===== config.mk =====
export PLATFORM = sky130hd
export DESIGN_NAME = ddr3_rd_gearbox
export DESIGN_NICKNAME = d
export VERILOG_FILES = /design/src/rtl/ddr3_rd_gearbox.sv
export SDC_FILE = /design/constraint.sdc
export NUM_CORES = 1
export LEC_CHECK = 0
export CORE_UTILIZATION = 54
export DETAILED_ROUTE_END_ITERATION = 16
export PLACE_DENSITY = 0.83
export SKIP_CTS_REPAIR_TIMING = 1
export SYNTH_ARGS = -nofsm -noshare
export SYNTH_HDL_FRONTEND = slang
export SYNTH_SLANG_ARGS = --single-unit
export TNS_END_PERCENT = 1

===== constraint.sdc =====
create_clock -name clock -period 8.5 [get_ports clock]
set_clock_uncertainty 0.05 [all_clocks]
set_input_delay 1.7 -clock clock [delete_from_list [all_inputs] [get_ports clock]]
set_output_delay 1.7 -clock clock [all_outputs]
set_load 0.02 [all_outputs]

===== src/rtl/ddr3_rd_gearbox.sv =====
// ---------------------------------------------------------------------------
// ddr3_rd_gearbox
//
// Purpose:
//   Read-data gearbox sitting right behind the DDR3 PHY read path. DFI read
//   beats of 2*DDR3_WIDTH bits are packed into WORD_BITS-wide BL8 words and
//   buffered in a small first-word-fall-through FIFO that feeds the AXI4
//   read-response logic through a valid/ready stream. The PHY cannot be
//   stalled, so dropped words (FIFO full) and bursts ending mid-word are
//   reported through sticky error flags instead of back-pressure.
//
// Ports:
//   clock        system clock (PHY clock domain)
//   reset_n      synchronous, active-low reset
//   dfi_rvld_i   DFI read beat valid
//   dfi_last_i   last beat of the read burst sequence (qualified by dfi_rvld_i)
//   dfi_data_i   DFI read beat data
//   rd_valid_o   output word valid
//   rd_ready_i   output word accepted when rd_valid_o & rd_ready_i
//   rd_last_o    word carried the dfi_last_i beat
//   rd_data_o    assembled word, beat k in bits [k*2W +: 2W]
//   fifo_level_o number of words held in the FIFO (0..FIFO_DEPTH)
//   overflow_o   sticky: a completed word was dropped because the FIFO was full
//   frag_err_o   sticky: dfi_last_i arrived before a word was complete
//   clr_err_i    clears both sticky flags (a same-cycle set event wins)
// ---------------------------------------------------------------------------
module ddr3_rd_gearbox #(
    parameter int DDR3_WIDTH = 16,
    parameter int WORD_BITS  = 128,
    parameter int FIFO_DEPTH = 4,
    parameter int LBITS      = 3
) (
    input  logic                    clock,
    input  logic                    reset_n,
    input  logic                    dfi_rvld_i,
    input  logic                    dfi_last_i,
    input  logic [2*DDR3_WIDTH-1:0] dfi_data_i,
    output logic                    rd_valid_o,
    input  logic                    rd_ready_i,
    output logic                    rd_last_o,
    output logic [WORD_BITS-1:0]    rd_data_o,
    output logic [LBITS-1:0]        fifo_level_o,
    output logic                    overflow_o,
    output logic                    frag_err_o,
    input  logic                    clr_err_i
);

    localparam int BEAT_BITS = 2 * DDR3_WIDTH;
    localparam int BEATS     = WORD_BITS / BEAT_BITS;
    localparam int BCW       = (BEATS > 1) ? $clog2(BEATS) : 1;
    localparam int AW        = (FIFO_DEPTH > 1) ? $clog2(FIFO_DEPTH) : 1;
    localparam int PW        = AW + 1;
    localparam logic [BCW-1:0] LAST_BEAT = BCW'(BEATS - 1);

    // ---------------------------------------------------------------------
    // Beat assembly
    // ---------------------------------------------------------------------
    logic [BCW-1:0]       bcnt_reg;
    logic [BCW-1:0]       bcnt_next;
    logic                 beat_final;
    logic                 frag_hit;
    logic [WORD_BITS-1:0] word_full;

    assign beat_final = dfi_rvld_i && (bcnt_reg == LAST_BEAT);
    assign frag_hit   = dfi_rvld_i && dfi_last_i && !beat_final;

    always_comb begin
        bcnt_next = bcnt_reg;
        if (beat_final || frag_hit) begin
            bcnt_next = '0;
        end else if (dfi_rvld_i) begin
            bcnt_next = bcnt_reg + BCW'(1);
        end
    end

    always_ff @(posedge clock) begin
        if (!reset_n) begin
            bcnt_reg <= '0;
        end else begin
            bcnt_reg <= bcnt_next;
        end
    end

    // Lanes 0..BEATS-2 are held in registers. The final lane is taken straight
    // from the bus, so the completed word is pushed on the same edge that
    // captures its last beat and back-to-back words need no idle gap.
    genvar gi;
    generate
        for (gi = 0; gi < BEATS; gi++) begin : gen_lane
            if (gi == BEATS - 1) begin : gen_bus_lane
                assign word_full[gi*BEAT_BITS +: BEAT_BITS] = dfi_data_i;
            end else begin : gen_reg_lane
                logic [BEAT_BITS-1:0] lane_reg;

                always_ff @(posedge clock) begin
                    if (!reset_n) begin
                        lane_reg <= '0;
                    end else if (dfi_rvld_i && (bcnt_reg == BCW'(gi))) begin
                        lane_reg <= dfi_data_i;
                    end
                end

                assign word_full[gi*BEAT_BITS +: BEAT_BITS] = lane_reg;
            end
        end
    endgenerate

    // ---------------------------------------------------------------------
    // Word FIFO: pointers carry one extra MSB to tell full from empty.
    // ---------------------------------------------------------------------
    logic [PW-1:0]      wr_ptr_reg;
    logic [PW-1:0]      rd_ptr_reg;
    logic [PW-1:0]      wr_ptr_next;
    logic [PW-1:0]      rd_ptr_next;
    logic [PW-1:0]      level;
    logic               empty;
    logic               full;
    logic               push;
    logic               pop;
    logic               push_ok;
    logic               ovf_set;
    logic [WORD_BITS:0] mem [FIFO_DEPTH];
    logic [WORD_BITS:0] dout_reg;
    logic [WORD_BITS:0] push_entry;

    assign empty = (wr_ptr_reg == rd_ptr_reg);
    assign full  = (wr_ptr_reg[AW] != rd_ptr_reg[AW]) &&
                   (wr_ptr_reg[AW-1:0] == rd_ptr_reg[AW-1:0]);
    assign level = wr_ptr_reg - rd_ptr_reg;

    assign push       = beat_final;
    assign pop        = !empty && rd_ready_i;
    // A pop in the same cycle frees the slot the push needs.
    assign push_ok    = push && (!full || pop);
    assign ovf_set    = push && full && !pop;
    assign push_entry = {dfi_last_i, word_full};

    assign wr_ptr_next = push_ok ? (wr_ptr_reg + PW'(1)) : wr_ptr_reg;
    assign rd_ptr_next = pop     ? (rd_ptr_reg + PW'(1)) : rd_ptr_reg;

    always_ff @(posedge clock) begin
        if (!reset_n) begin
            wr_ptr_reg <= '0;
            rd_ptr_reg <= '0;
        end else begin
            wr_ptr_reg <= wr_ptr_next;
            rd_ptr_reg <= rd_ptr_next;
        end
    end

    // Storage array without reset so it maps onto RAM.
    always_ff @(posedge clock) begin
        if (push_ok) begin
            mem[wr_ptr_reg[AW-1:0]] <= push_entry;
        end
    end

    // Registered read of the entry that will be at the head next cycle. When
    // the word being written is itself the next head (FIFO empty after this
    // cycle's pop), the write data is forwarded because the array read would
    // still return the old contents.
    always_ff @(posedge clock) begin
        if (!reset_n) begin
            dout_reg <= '0;
        end else if (push_ok && (wr_ptr_reg[AW-1:0] == rd_ptr_next[AW-1:0])) begin
            dout_reg <= push_entry;
        end else begin
            dout_reg <= mem[rd_ptr_next[AW-1:0]];
        end
    end

    // Head register holds stale data while empty, so the outputs are masked.
    assign rd_valid_o   = !empty;
    assign rd_data_o    = empty ? '0 : dout_reg[WORD_BITS-1:0];
    assign rd_last_o    = !empty && dout_reg[WORD_BITS];
    assign fifo_level_o = LBITS'(level);

    // ---------------------------------------------------------------------
    // Sticky error flags: a set event in the clearing cycle takes priority.
    // ---------------------------------------------------------------------
    logic ovf_reg;
    logic ovf_next;
    logic frag_reg;
    logic frag_next;

    assign ovf_next  = ovf_set  || (ovf_reg  && !clr_err_i);
    assign frag_next = frag_hit || (frag_reg && !clr_err_i);

    always_ff @(posedge clock) begin
        if (!reset_n) begin
            ovf_reg  <= 1'b0;
            frag_reg <= 1'b0;
        end else begin
            ovf_reg  <= ovf_next;
            frag_reg <= frag_next;
        end
    end

    assign overflow_o = ovf_reg;
    assign frag_err_o = frag_reg;

endmodule


==> results of run 1 <==
## kinds of logic (layout without fill, tap and decap cells)
logic type,after synthesis,after routing,synth area share (%)
adders and majority gates,12,12,0.477
AOI/OAI and AO/OA,500,500,11.1
and+or+nand+nor,485,485,6.57
buffers and inverters,234,364,2.89
xor gates and xnor gates,9,9,0.261
muxes,390,390,17.6
other,0,2,0
DFF,751,751,61.1
## layout by cell type, fill, tap and decap left out, types with 128 or more instances in the layout
master	count
a22oi_1	128
and2_1	134
clkdlybuf4s50_1	172
a211oi_1	129
edfxtp_1	516
a311oi_1	129
nand2_1	327
dfxtp_1	234
mux2_2	256
mux4_2	128
## how the worst max path moves through the flow
stage | startpoint | to | slack [ps]
after CTS | rd_ptr_reg[0] | rd_data_o[86] | 2470
after floorplan | rd_ready_i | mem[0][0] | 300
after global placement | rd_ready_i | dout_reg[28] | 3180
after global routing | rd_ptr_reg[0] | rd_data_o[117] | 2230
after detailed placement | rd_ready_i | dout_reg[28] | 3090
final | rd_ptr_reg[0] | rd_data_o[86] | 2550
## worst max-delay path, stage by stage (launching register included)
cell             delay (ps)
dfxtp_4                1030
ha_1                    440
and2_1                  260
nand2_4                 100
buf_4                   740
and2_1                  250
clkdlybuf4s50_1         630
## layer usage
metal  up-vias  routed length, um  global-route usage [%]
li1       9398                  -                       -
met1     11100              32400                    35.9
met2      1417              42500                    46.1
met3       217               9850                    6.08
met4         2               4410                    15.4
met5         -                 13                   0.232
## stage by stage
stage	power (mW)	worst slack, ps	instances	hold WS, ps
finish	7.43	2550	3295	426
global route	7.60	2230	3293	443
CTS	7.45	2470	3293	427
detailed placement	4.21	3090	3151	418
global placement	4.20	3180	3151	410
floorplan	4.10	297	2381	426
## power groups by stage
| stage | clock (mW) | sequential, mW | combinational (mW) |
|---|---|---|---|
| global placement | 0 | 4.03 | 0.171 |
| global route | 3.45 | 3.96 | 0.188 |
| floorplan | 0 | 4.02 | 0.0801 |
| CTS | 3.31 | 3.96 | 0.176 |
| detailed placement | 0 | 4.04 | 0.174 |
| finish | 3.29 | 3.96 | 0.181 |
## layout make-up
class                           instances  share of cell area (%)
Sequential cell                       751                    53.5
Multi-Input combinational cell       1396                    31.9
Clock buffer                          113                    5.77
Timing Repair Buffer                  208                    5.44
Tap cell                              782                    2.59
Clock inverter                         29                   0.702
Inverter                               14                   0.159
Antenna cell                            2                  0.0132
==> run metrics, run 1 <==
CTS tree=done; die area=between 60000 and 70000 um2; CP required=around 6800 ps; fmax=0.168 GHz; Rows=90; Syn Nets=2431; FF-to-FF Start=rd_ptr_reg[0]; final setup fails=0; area post-placement=between 30000 and 40000 um2; vias per cell=about 6.7; gr usage total=roughly 28%; core area=approximately 60000 um2; Post-Syn Area=approximately 33000 um2; HP Class=flop to flop; period utilization=between 70% and 80%; Post-Syn Area per Cell=roughly 14 um2; Pwr Density=197 nW/um2; layout cell share with drive strength beyond 1=22.0%; iteration-0 DRC count of the detailed router=approximately 2300; H-tree depth=3; predominant post-synthesis flop cell=edfxtp_1; pin count of the biggest net entering global routing=roughly 130; VDD IR max=about 0.17 mV; Psw=roughly 1.6 mW; Worst Setup End Kind=output port; area leader, netlist=edfxtp_1; grt total ovfl=0; first drt pass iteration count=6; # IOs=between 150 and 200; nets=about 2500; EDFF count, synth=between 500 and 600; RSZ-0062 raised after global routing=no; Clk network pwr share=between 40% and 50%; CP arrival=approximately 4200 ps; routed len/inst=between 20 and 30 um; clk buf depth=3; share of power burned in registers=between 50% and 60%; Final ANT Viol Nets=0; Comb power frac=around 2.4%; max cap viols=0; fin crit period=approximately 6000 ps; slew at the pin closest to its max-slew limit=1340 ps; asr flop ratio synth=0%; Worst Path Max Fanout=between 100 and 150; Hold Fails Final Rpt=0; post-route design area=between 30000 and 40000 um2; kind of critical path=flop to output port; Final HPWL DP=between 40000 and 50000 um; gate count of the mapped netlist=between 2000 and 2500; worst reg2reg setup slack=~3800 ps; DRT Wirelength=around 89000 um; status=finished, final reports clean; post-synthesis register bit count=751; top-area cell type share of the netlist area=a little under half; CTS buffer count=76; register area share after synthesis=between 60% and 70%; worst hold endpoint=frag_err_o; post-synth cell types=40; Largest register FFs=approximately 520; Worst Hold Depth=2; Area Overhead vs Synth=14.2%; relative slew slack=~10%; Post-synth top cells=edfxtp_1, nand2_1, mux2_2, dfxtp_1, clkbuf_1; Util after Layout=62.5%; vias in the first global route=between 20000 and 25000; Num Clock Sinks=around 750; initial core utilization=between 50% and 60%; reg2reg end=dout_reg[28]; Die Height=approximately 250 um; Reg area=about 20000 um2; count leader, synth=edfxtp_1; Clk Tree Root Cell=clkbuf_16; Max Slew Vio Count=0; RePlAce Congestion=approximately 0.8; Setup TNS=0 ps; antenna violations before repair=3; hold wc startpoint=frag_err_o; Filler Cells Inserted=roughly 4100; first-pass GRT wire length=~140000 um; Pleak=roughly 12 nW; Synth Warn #=0; Sw Share=a little over a fifth; worst-skew pair later-pin latency=~630 ps; # DRC=0; chip width=about 250 um; R2R depth=7; via count=around 22000; IO buf count=172; critical path startpoint category=flop; Clock Pin Slew Worst Setup and Hold Paths=approximately 60 ps; multi-input logic area=12000 um2; Area contributors post-synth=edfxtp_1, dfxtp_1, mux2_2; Int Pwr=~5.9 mW
No activity file was read; power rests on OpenSTA's default activity.
==> run 2, diff against run 1 <==
- clock period: 8.5 -> 5.4 ns (I/O delays scaled with it)
==> run 2 against run 1 <==
  * Worst hold slack worse by 4.8 ps
  * Power is 60% higher
  * Global-route usage is 0.51 points higher
  * Die area stayed put
  * Clock power is 64% higher
  * Flip-flop and latch count stayed put
  * Register-to-register slack worse by 2300 ps
  * Critical path type unchanged
  * Highest routed layer unchanged
==> run metrics, run 2 (synthesis results as in run 1) <==
status=finished, final reports clean; Int Pwr=between 9 and 10 mW; IO buf count=between 150 and 200; Clk network pwr share=a little under half; vias per cell=6.72; pin count of the biggest net entering global routing=159; RSZ-0062 raised after global routing=no; Final ANT Viol Nets=0; gr usage total=between 20% and 30%; final setup fails=0; period utilization=a little over 90%; Final HPWL DP=~50000 um; Comb power frac=under 10%; most common cell after layout, fill and taps aside=edfxtp_1; reg2reg end=dout_reg[88]; vias in the first global route=roughly 23000; via count=roughly 22000; # DRC=0; Max Slew Vio Count=0; core area=60500 um2; CTS tree=done; chip width=roughly 250 um; Filler Cells Inserted=about 4200; Crit-path slowest cell=dfxtp_1; initial core utilization=around 55%; placed cell count=3157; die area=62300 um2; Sw Share=between 20% and 30%; layout cell share with drive strength beyond 1=around 22%; CP required=roughly 4300 ps; antenna fix cells=0; most frequent cells in the layout=edfxtp_1, nand2_1, mux2_2, dfxtp_1, clkdlybuf4s50_1; kind of critical path=flop to output port; Worst Path Max Fanout=70; DRT Wirelength=a little over 90000 um; Worst setup endpoint=rd_data_o[18]; CP Launch Point=rd_ptr_reg[1]; fin crit period=between 4000 and 5000 ps; most frequent CP cell=and2_1; relative slew slack=approximately 18%; worst-skew pair later-pin latency=630 ps; FF-to-FF Start=rd_ptr_reg[0]; Largest register FFs=slightly above 500; Pleak=about 12 nW; first drt pass iteration count=6; Area Overhead vs Synth=15.1%; worst reg2reg setup slack=1480 ps; worst path cell trace=inv_1 -> ha_1 -> and2_1 -> nand2_4 -> buf_12 -> and2_1 -> clkdlybuf4s50_1; critical path startpoint category=flop; Hold Fails Final Rpt=0; R2R depth=6; H-tree depth=3; # IOs=about 170; antenna violations before repair=4; Die Height=around 250 um; CTS buffer count=75; Rows=90; Worst Setup End Kind=output port; grt total ovfl=0; share of power burned in registers=~52%; max cap viols=0; Clk Tree Root Cell=clkbuf_16; slew at the pin closest to its max-slew limit=roughly 1200 ps; clk buf depth=3; first-pass GRT wire length=about 140000 um; Pwr Total=about 12 mW; nets=between 2000 and 3000; iteration-0 DRC count of the detailed router=about 2700; fmax=0.204 GHz; VDD IR max=0.304 mV; HP Class=flop to flop; CP arrival=approximately 3800 ps; Largest stage delay, worst path=about 550 ps; Psw=around 2.4 mW; Num Clock Sinks=751; Clock Pin Slew Worst Setup and Hold Paths=approximately 60 ps; Pwr Density=between 300 and 400 nW/um2; RePlAce Congestion=around 0.8; routed len/inst=between 20 and 30 um; post-route non-filler standard cell count=3296
==> run 2: cell count changes in the layout (fill, tap and decap cells not counted), sizes merged <==
cell / before / now
clkbuf: 113 / 112
buf: 36 / 42
bufinv: 3 / 6
inv: 21 / 15
clkinv: 17 / 18
diode: 2 / 0
==> run 2: worst min path at each step <==
stage	from	cells past startpoint	end	slack [ps]
final	frag_err_o	2	frag_err_o	420
after global routing	frag_err_o	2	frag_err_o	450
after floorplan	gen_lane[0].gen_reg_lane.lane_reg[0]	2	gen_lane[0].gen_reg_lane.lane_reg[0]	430
after detailed placement	frag_err_o	2	frag_err_o	420
after global placement	frag_err_o	2	frag_err_o	410
after CTS	frag_err_o	2	frag_err_o	430
==> run 2: power groups by stage <==
| stage | Combinational, mW | Clock (mW) | Sequential, mW |
|---|---|---|---|
| 6_report | 0.284 | 5.38 | 6.23 |
| 5_1_grt | 0.296 | 5.63 | 6.24 |
| 4_1_cts | 0.276 | 5.41 | 6.23 |
| 3_5_place_dp | 0.273 | 0 | 6.36 |
| 3_3_place_gp | 0.267 | 0 | 6.35 |
| 2_1_floorplan | 0.126 | 0 | 6.33 |
==> run 2: per-layer routing <==
metal | track usage (%) | vias up | share of wire, %
met2 | 47.3 | 1484 | 48
li1 | - | 9393 | -
met5 | 0 | - | 0.049
met3 | 6.65 | 237 | 12
met4 | 15.6 | 6 | 4.7
met1 | 35.9 | 11000 | 35
==> run 2: area by class of cell <==
| type | instances | area, um2 | share of cell area [%] |
|---|---|---|---|
| clock buffers | 112 | 2280 | 6.00 |
| clock inverters | 27 | 285 | 0.749 |
| inverters | 14 | 60.1 | 0.158 |
| multi-input cells | 1396 | 12000 | 31.6 |
| flip-flops and latches | 751 | 20200 | 53.1 |
| well taps | 782 | 978 | 2.57 |
| repair buffers | 214 | 2220 | 5.84 |
==> run 2: per-stage QoR <==
step	worst slack (ps)	hold slack, ps	setup TNS (ps)	area [um2]	utilization [%]
3_5_place_dp	1140	416	0	35500	58.7
5_1_grt	322	448	0	38100	63.0
6_report	507	422	0	38100	63.0
2_1_floorplan	-2180	426	-1126300	33100	-
3_3_place_gp	1230	411	0	35500	58.7
4_1_cts	472	426	0	38100	63.0
==> run 2: worst max-delay path, delay by kind of cell, from the launching register on <==
family / cells / cell delay (ps)
buffers and inverters: 3 / 1150
and+or+nand+nor: 3 / 1000
DFF: 1 / 550
adders and majority gates: 1 / 380
